$ cat config.mk
export PLATFORM = sky130hd
export DESIGN_NAME = smpl_dmem_arbiter
export DESIGN_NICKNAME = d
export VERILOG_FILES = /design/src/rtl/smpl_dmem_arbiter.sv
export SDC_FILE = /design/constraint.sdc
export NUM_CORES = 1
export LEC_CHECK = 0
export CAP_MARGIN = 20
export CORE_MARGIN = 2
export CORE_UTILIZATION = 31
export CTS_CLUSTER_SIZE = 40
export DETAILED_ROUTE_END_ITERATION = 10
export PLACE_DENSITY = 0.88
export SYNTH_ARGS = -nofsm -noshare
export SYNTH_HDL_FRONTEND = slang
export SYNTH_SLANG_ARGS = --single-unit
$ cat constraint.sdc
create_clock -name clock -period 5 [get_ports clock]
set_input_delay 1 -clock clock [delete_from_list [all_inputs] [get_ports clock]]
set_output_delay 1 -clock clock [all_outputs]
set_load 0.01 [all_outputs]
$ cat src/rtl/smpl_dmem_arbiter.sv
`timescale 1ns/1ps
// Two-port data-memory arbiter (core port A, loader/debug port B) in front of a single-port RAM.
// Latency: grant is combinational in the request cycle; read data returns one cycle after the grant.
// Backpressure: a low x_gnt stalls that requester, which holds its request; nothing is buffered here.
module smpl_dmem_arbiter #(
    parameter int AW       = 13,
    parameter int DW       = 16,
    parameter int MAX_LOCK = 8
) (
    input  logic          clock,
    input  logic          reset,

    input  logic          a_req,
    input  logic          a_we,
    input  logic          a_lock,
    input  logic [AW-1:0] a_addr,
    input  logic [DW-1:0] a_wdata,
    output logic          a_gnt,
    output logic          a_rvalid,
    output logic [DW-1:0] a_rdata,

    input  logic          b_req,
    input  logic          b_we,
    input  logic          b_lock,
    input  logic [AW-1:0] b_addr,
    input  logic [DW-1:0] b_wdata,
    output logic          b_gnt,
    output logic          b_rvalid,
    output logic [DW-1:0] b_rdata,

    output logic          mem_en,
    output logic          mem_we,
    output logic [AW-1:0] mem_addr,
    output logic [DW-1:0] mem_wdata,
    input  logic [DW-1:0] mem_rdata
);

    typedef enum logic [1:0] {
        FREE   = 2'd0,
        LOCK_A = 2'd1,
        LOCK_B = 2'd2
    } state_t;

    localparam logic       LAST_A  = 1'b0;
    localparam logic       LAST_B  = 1'b1;
    localparam logic [7:0] MAX_CNT = 8'(MAX_LOCK);
    // A limit of one grant means a lock can never outlive its first grant.
    localparam bit         LOCK_OK = (MAX_LOCK > 1);

    state_t       state_q, state_d;
    logic         last_q, last_d;
    logic [7:0]   cnt_q, cnt_d;
    logic [7:0]   cnt_inc;
    logic         a_rv_q, b_rv_q;

    assign cnt_inc = cnt_q + 8'd1;

    always_comb begin
        a_gnt = 1'b0;
        b_gnt = 1'b0;
        if (!reset) begin
            case (state_q)
                LOCK_A: a_gnt = a_req;
                LOCK_B: b_gnt = b_req;
                default: begin
                    if (a_req && b_req) begin
                        a_gnt = (last_q == LAST_B);
                        b_gnt = (last_q == LAST_A);
                    end else begin
                        a_gnt = a_req;
                        b_gnt = b_req;
                    end
                end
            endcase
        end
    end

    always_comb begin
        mem_en    = a_gnt | b_gnt;
        mem_we    = 1'b0;
        mem_addr  = '0;
        mem_wdata = '0;
        if (a_gnt) begin
            mem_we    = a_we;
            mem_addr  = a_addr;
            mem_wdata = a_wdata;
        end else if (b_gnt) begin
            mem_we    = b_we;
            mem_addr  = b_addr;
            mem_wdata = b_wdata;
        end
    end

    always_comb begin
        state_d = state_q;
        cnt_d   = cnt_q;
        last_d  = last_q;
        if (a_gnt) last_d = LAST_A;
        if (b_gnt) last_d = LAST_B;
        case (state_q)
            LOCK_A: begin
                if (!a_lock) begin
                    state_d = FREE;
                    cnt_d   = '0;
                end else if (a_gnt) begin
                    if (cnt_inc == MAX_CNT) begin
                        state_d = FREE;
                        cnt_d   = '0;
                    end else begin
                        cnt_d = cnt_inc;
                    end
                end
            end
            LOCK_B: begin
                if (!b_lock) begin
                    state_d = FREE;
                    cnt_d   = '0;
                end else if (b_gnt) begin
                    if (cnt_inc == MAX_CNT) begin
                        state_d = FREE;
                        cnt_d   = '0;
                    end else begin
                        cnt_d = cnt_inc;
                    end
                end
            end
            default: begin
                if (LOCK_OK && a_gnt && a_lock) begin
                    state_d = LOCK_A;
                    cnt_d   = 8'd1;
                end else if (LOCK_OK && b_gnt && b_lock) begin
                    state_d = LOCK_B;
                    cnt_d   = 8'd1;
                end
            end
        endcase
    end

    always_ff @(posedge clock) begin
        if (reset) begin
            state_q <= FREE;
            last_q  <= LAST_B;
            cnt_q   <= '0;
            a_rv_q  <= 1'b0;
            b_rv_q  <= 1'b0;
        end else begin
            state_q <= state_d;
            last_q  <= last_d;
            cnt_q   <= cnt_d;
            a_rv_q  <= a_gnt & ~a_we;
            b_rv_q  <= b_gnt & ~b_we;
        end
    end

    // Gated by reset so a read in flight when reset hits never surfaces.
    assign a_rvalid = a_rv_q & ~reset;
    assign b_rvalid = b_rv_q & ~reset;
    assign a_rdata  = a_rvalid ? mem_rdata : '0;
    assign b_rdata  = b_rvalid ? mem_rdata : '0;

endmodule

==> impl_metrics.yaml, run 1 <==
logic_synthesis:
  avgSynthCellArea_um2: 7.79
  synth_mux_area_share_pct: 0.735
  synthAdderAreaFrac_pct: 2.75
  ys_ff_latch: 13
  seq_area_frac_synth_pct: 19.1
  synthCells: 175
  syn_area_um2: 1360
  synth_simple_gate_area_share_pct: 31.6
  synth_area_leaders: "a22o_1 19%, dfxtp_1 19%, and2_1 15%"
  syn_nets: 260
  synth_compound_area_share_pct: 38.9
  synth_most_common_cell: "and2_1"
  synth_cell_types: 41
  synthTopCellsByCount: "33 x and2_1, 30 x a22o_1, 13 x dfxtp_1"
  synth_edf_count: 0
  synth_warnings: 0
  ys.flop_type: "dfxtp_1"
  yosysTopAreaCell: "a22o_1"
  synth_xor_area_share_pct: 1.29
  synth_top_area_share_pct: 19.3
  synth_top_family_by_area: "compound AO/OA/AOI/OAI gates"
  ys_async_sr_fraction_pct: 0
clocking:
  root_buffer: "clkbuf_8"
  cts_hold_buffers: 0
  clk_path_buf_depth: 2
  clk_pin_slew_ns: 0.06
  tritoncts: "built"
  htree_levels: 1
  cts_num_sinks: 13
  cts_made_buffers: 3
  post_cts_buffers: 0
  clock_latency_ns: 0.24
  post_cts_resized: 0
die:
  fp.dieW_um: 70.3
  die_area_um2: 4940
  start_util_pct: 31.7
  die_h_um: 70.3
  core_um2: 4290
  row_count: 24
  io-pin-count: 149
power:
  power.total_uw: 554
  pwr_density_cell_nw_per_um2: 188
  p_leak_uw: 0.00109
  ir_worst_vdd_mv: 0.134
setup_path:
  ff2ff_path_depth: 7
  rrSetupSlack_ns: 2.51
  cp.required_ns: 4.00
  r2r-end: "cnt_q[7]$_SDFFE_PP0P_"
  start_kind: "input pin"
  arrival_ns: 3.30
  startpoint: "b_req"
  cp-endpoint: "mem_wdata[13]"
  critPathMaxFanout: 15
  crit_path_end_kind: "primary output"
  critical_path_class: "in2out"
  r2r_start: "state_q[0]$_SDFFE_PP0P_"
global_routing:
  grt_pass1_vias: 1822
  grt_max_degree: 31
  met2_usage_pct: 40.0
  grt_use_total_pct: 22.6
  grtUsageMet1_pct: 26.4
  grt_pass1_wl_um: 9090
  use_met3_pct: 6.64
  overflow: 0
  top_usage_layer: "met2"
  antenna_found_initial: 0
detailed_routing:
  remaining_drc_errors: 0
  drt-initial-drc-count: 88
  ant_nets: 0
  num_vias: 1919
  viasPerCell: 5.14
  wl_per_cell_um: 15.6
  dr.pass1.iters: 4
  wl_um: 5800
place:
  dp_hpwl_um: 4780
  dp_slack_ns: 0.747
  post_dp_cell_area_um2: 2910
  dp.cells: 369
  gp_congestion: 0.894
  portBuffers: 148
final_layout:
  area_growth_pct: 117
  fin_nets: 407
  fin_cells: 373
  fin_area_um2: 2950
  final_layout_size_suffix_gt1_share_pct: 5.92
  antenna_cells: 0
sta:
  rsz0062_at_grt: "false"
  finalWorstSetupSlack_ns: 0.698
  timing.final.crit_share_pct: 86.0
  slew_violations: 0
  fin_skew_ns: 0.00267
  hold_viol_final: 0
  max_clock_freq_ghz: 0.232
  tns_ns: 0
  fin_crit_ns: 4.30
  setup_viol: 0
  max_slew_margin_pct: 53.0
  worst_pin_slew_ns: 0.702
run:
  cap_violations: 0
run_status:
  run_status: "finished clean"
min_path:
  min_from: "cnt_q[1]$_SDFFE_PP0P_"
  holdCritPathClass: "reg2reg"
worst max-delay path, stage by stage:
cell             delay [ns]
clkdlybuf4s50_1        0.46
nor2b_2                0.21
a211oi_4               0.57
buf_4                  0.32
a22o_1                 0.20
clkdlybuf4s50_1        0.54
stage by stage:
| step | hold WS (ns) | util, % |
|---|---|---|
| 6_report | 0.511 | 68.7 |
| 5_1_grt | 0.550 | 68.7 |
| 3_3_place_gp | 0.494 | 67.7 |
| 2_1_floorplan | 0.470 | - |
| 4_1_cts | 0.508 | 68.7 |
| 3_5_place_dp | 0.501 | 67.7 |
layer usage:
layer	part of all wire, %	vias up
li1	-	947
met1	40	851
met2	49	107
met3	8.9	14
met4	2.2	0
met5	0	-
cells in the final DEF, fill, tap and decap left out, types with 5 or more instances in the layout:
cell and instances:
inv_1 7, nand3_1 5, nand2_1 8, nor2_1 7, a21oi_1 7, clkdlybuf4s50_1 148, dfxtp_1 13, and2_1 33
buf_4 6, a22o_1 30
cell type report:
| class | count | area [µm²] |
|---|---|---|
| multi-input combinational | 143 | 1030 |
| clock buffer | 4 | 45.0 |
| fill | 365 | 1340 |
| inverter | 7 | 26.3 |
| sequential | 13 | 260 |
| tap | 52 | 65.1 |
| timing repair buffer | 154 | 1530 |
worst min path at each step:
stage	to	slack, ns	cells after the start
3_3_place_gp	cnt_q[1]$_SDFFE_PP0P_	0.49	2
3_5_place_dp	cnt_q[1]$_SDFFE_PP0P_	0.50	2
6_report	cnt_q[1]$_SDFFE_PP0P_	0.51	2
4_1_cts	cnt_q[1]$_SDFFE_PP0P_	0.51	2
2_1_floorplan	cnt_q[1]$_SDFFE_PP0P_	0.47	2
5_1_grt	cnt_q[1]$_SDFFE_PP0P_	0.55	2
power by group:
| part | switching (µW) | internal [µW] | total [µW] |
|---|---|---|---|
| clock | 37.9 | 56.2 | 94.1 |
| combinational | 145 | 196 | 341 |
| sequential | 7.56 | 112 | 119 |
| total | 190 | 364 | 554 |
state kept, by name (all words and copies together), names as in the netlist:
name and count:
b_rv_q 1, last_q 1, cnt_q 8, state_q 2, a_rv_q 1
cell families (layout without fill, tap and decap cells):
group / after synthesis / count (layout)
simple gates: 76 / 76
compound gates: 61 / 61
xor+xnor: 2 / 2
mux: 1 / 1
flops: 13 / 13
fa+ha+maj: 3 / 3
buf+inv: 19 / 165
(Power assumes the default switching activity.)
==> run 2: changes to the inputs <==
--- a/config.mk
+++ b/config.mk
@@ -6,8 +6,10 @@
 export NUM_CORES = 1
 export LEC_CHECK = 0
 export CAP_MARGIN = 20
+export CORE_ASPECT_RATIO = 0.8
 export CORE_MARGIN = 2
 export CORE_UTILIZATION = 31
+export CTS_CLUSTER_DIAMETER = 200
 export CTS_CLUSTER_SIZE = 40
 export DETAILED_ROUTE_END_ITERATION = 10
 export PLACE_DENSITY = 0.88
==> constraint.sdc (replaced) <==
create_clock -name clock -period 5 [get_ports clock]
set_input_delay 1 -clock clock [delete_from_list [all_inputs] [get_ports clock]]
set_output_delay 1 -clock clock [all_outputs]
set_load 0.005 [all_outputs]
==> run 2 against run 1 <==
Highest routed layer unchanged. Sequential share of layout area decreased by 0.056 points. Final cell count increased by 1.1%. Combinational power decreased by 2%. Count of clock-buffer cells in the layout unchanged. Clock skew increased by 0.0026 ns.
==> impl_metrics.yaml, run 2 (same netlist as run 1, synthesis figures left out) <==
run_status:
  run_status: "finished clean"
clocking:
  clk_path_buf_depth: 2
  tritoncts: "built"
  htree_levels: 1
  clock_latency_ns: 0.25
  cts_hold_buffers: 0
  post_cts_buffers: 0
  cts_made_buffers: 3
  cts_num_sinks: 13
  clk_pin_slew_ns: 0.06
  post_cts_resized: 0
  root_buffer: "clkbuf_8"
setup_path:
  critPathMaxFanout: 24
  start_kind: "input pin"
  cpPeakStageDelay_ns: 0.51
  rrSetupSlack_ns: 2.30
  cp_top_family: "buffers and inverters"
  cp.required_ns: 4.00
  path_buf_inv: 3
  crit_top_cell: "clkdlybuf4s50_1"
  crit_chain: "clkdlybuf4s50_1 > nor2b_2 > a211oi_4 > nor2_2 > buf_16 > a22o_1 > clkdlybuf4s50_1"
  ff2ff_path_depth: 8
  slowest_stage: "clkdlybuf4s50_1"
  r2r-end: "cnt_q[7]$_SDFFE_PP0P_"
  r2r_start: "state_q[0]$_SDFFE_PP0P_"
  critical_path_class: "in2out"
  arrival_ns: 3.22
  worst-path-stages: 7
  crit_path_end_kind: "primary output"
final_layout:
  regMostFlops: "cnt_q"
  area_growth_pct: 118
  reg_top3: "cnt_q x8, state_q x2"
  final_cell_mix: "148 x clkdlybuf4s50_1, 33 x and2_1, 30 x a22o_1"
  largest_reg_flops: 8
  fin_area_um2: 2970
  antenna_cells: 0
  layout_commonest_cell: "clkdlybuf4s50_1"
  fin_nets: 406
  final_layout_size_suffix_gt1_share_pct: 5.63
power:
  power.total_uw: 553
  p_leak_uw: 0.00109
  ir_worst_vdd_mv: 0.143
  pwr_density_cell_nw_per_um2: 186
sta:
  max_clock_freq_ghz: 0.237
  hold_viol_final: 0
  fin_skew_ns: 0.00525
  max_slew_margin_pct: 53.6
  setup_viol: 0
  timing.final.crit_share_pct: 84.5
  tns_ns: 0
  rsz0062_at_grt: "false"
  fin_crit_ns: 4.22
  slew_violations: 0
  worst_pin_slew_ns: 0.693
detailed_routing:
  wl_per_cell_um: 17.7
  num_vias: 2007
  ant_nets: 0
  drt-initial-drc-count: 176
  dr.pass1.iters: 4
  viasPerCell: 5.32
  remaining_drc_errors: 0
  wl_um: 6680
place:
  post_dp_cell_area_um2: 2900
  portBuffers: 148
  dp_hpwl_um: 5370
  gp_congestion: 0.865
die:
  io-pin-count: 149
  die_h_um: 63.3
  fp.dieW_um: 78.1
  row_count: 21
  die_area_um2: 4950
  core_um2: 4200
  start_util_pct: 32.4
global_routing:
  grt_pass1_vias: 1909
  grt_max_degree: 37
  grt_use_total_pct: 26.5
  antenna_found_initial: 0
  overflow: 0
  grt_pass1_wl_um: 10200
min_path:
  min_path_cells: 2
  holdCritPathClass: "reg2reg"
  min_to: "state_q[0]$_SDFFE_PP0P_"
  min_from: "state_q[0]$_SDFFE_PP0P_"
run:
  cap_violations: 0
run 2: layout make-up:
cell class | instances | area [µm²]
Clock buffer | 4 | 45.0
Fill cell | 325 | 1230
Inverter | 7 | 26.3
Multi-Input combinational cell | 143 | 1030
Sequential cell | 13 | 260
Tap cell | 57 | 71.3
Timing Repair Buffer | 153 | 1540
run 2: per-layer routing:
layer / vias to the layer above / share of wire (%) / GRT usage [%]
li1: 949 / - / -
met1: 892 / 36 / 29.8
met2: 146 / 50 / 47.8
met3: 20 / 10 / 8.02
met4: 0 / 3.3 / 8.33
met5: - / 0 / 0
run 2: how the worst max path moves through the flow:
| stage | from | end | slack, ns |
|---|---|---|---|
| global placement | b_req | mem_wdata[7] | 0.43 |
| finish | b_req | mem_wdata[7] | 0.78 |
| CTS | b_req | mem_wdata[7] | 0.38 |
| detailed placement | b_req | mem_wdata[7] | 0.43 |
| floorplan | b_req | mem_addr[0] | 1.93 |
| global route | b_req | mem_wdata[7] | 0.65 |
run 2: worst min-delay path: stages (launching register included):
cell	delay, ns
dfxtp_1	0.32
nor2_1	0.10
nor3_1	0.05
run 2: per-stage QoR:
step,hold WS (ns),setup WS (ns),cells,util [%]
finish,0.514,0.776,377,70.7
global route,0.554,0.646,377,70.7
CTS,0.517,0.385,376,70.0
detailed placement,0.508,0.431,372,68.9
global placement,0.489,0.431,372,68.9
floorplan,0.470,1.93,175,-
run 2: where the power goes:
part           internal [µW]  total [µW]  switching (µW)
clock network           56.6         100            43.7
registers                112         120            8.10
logic                    198         333             135
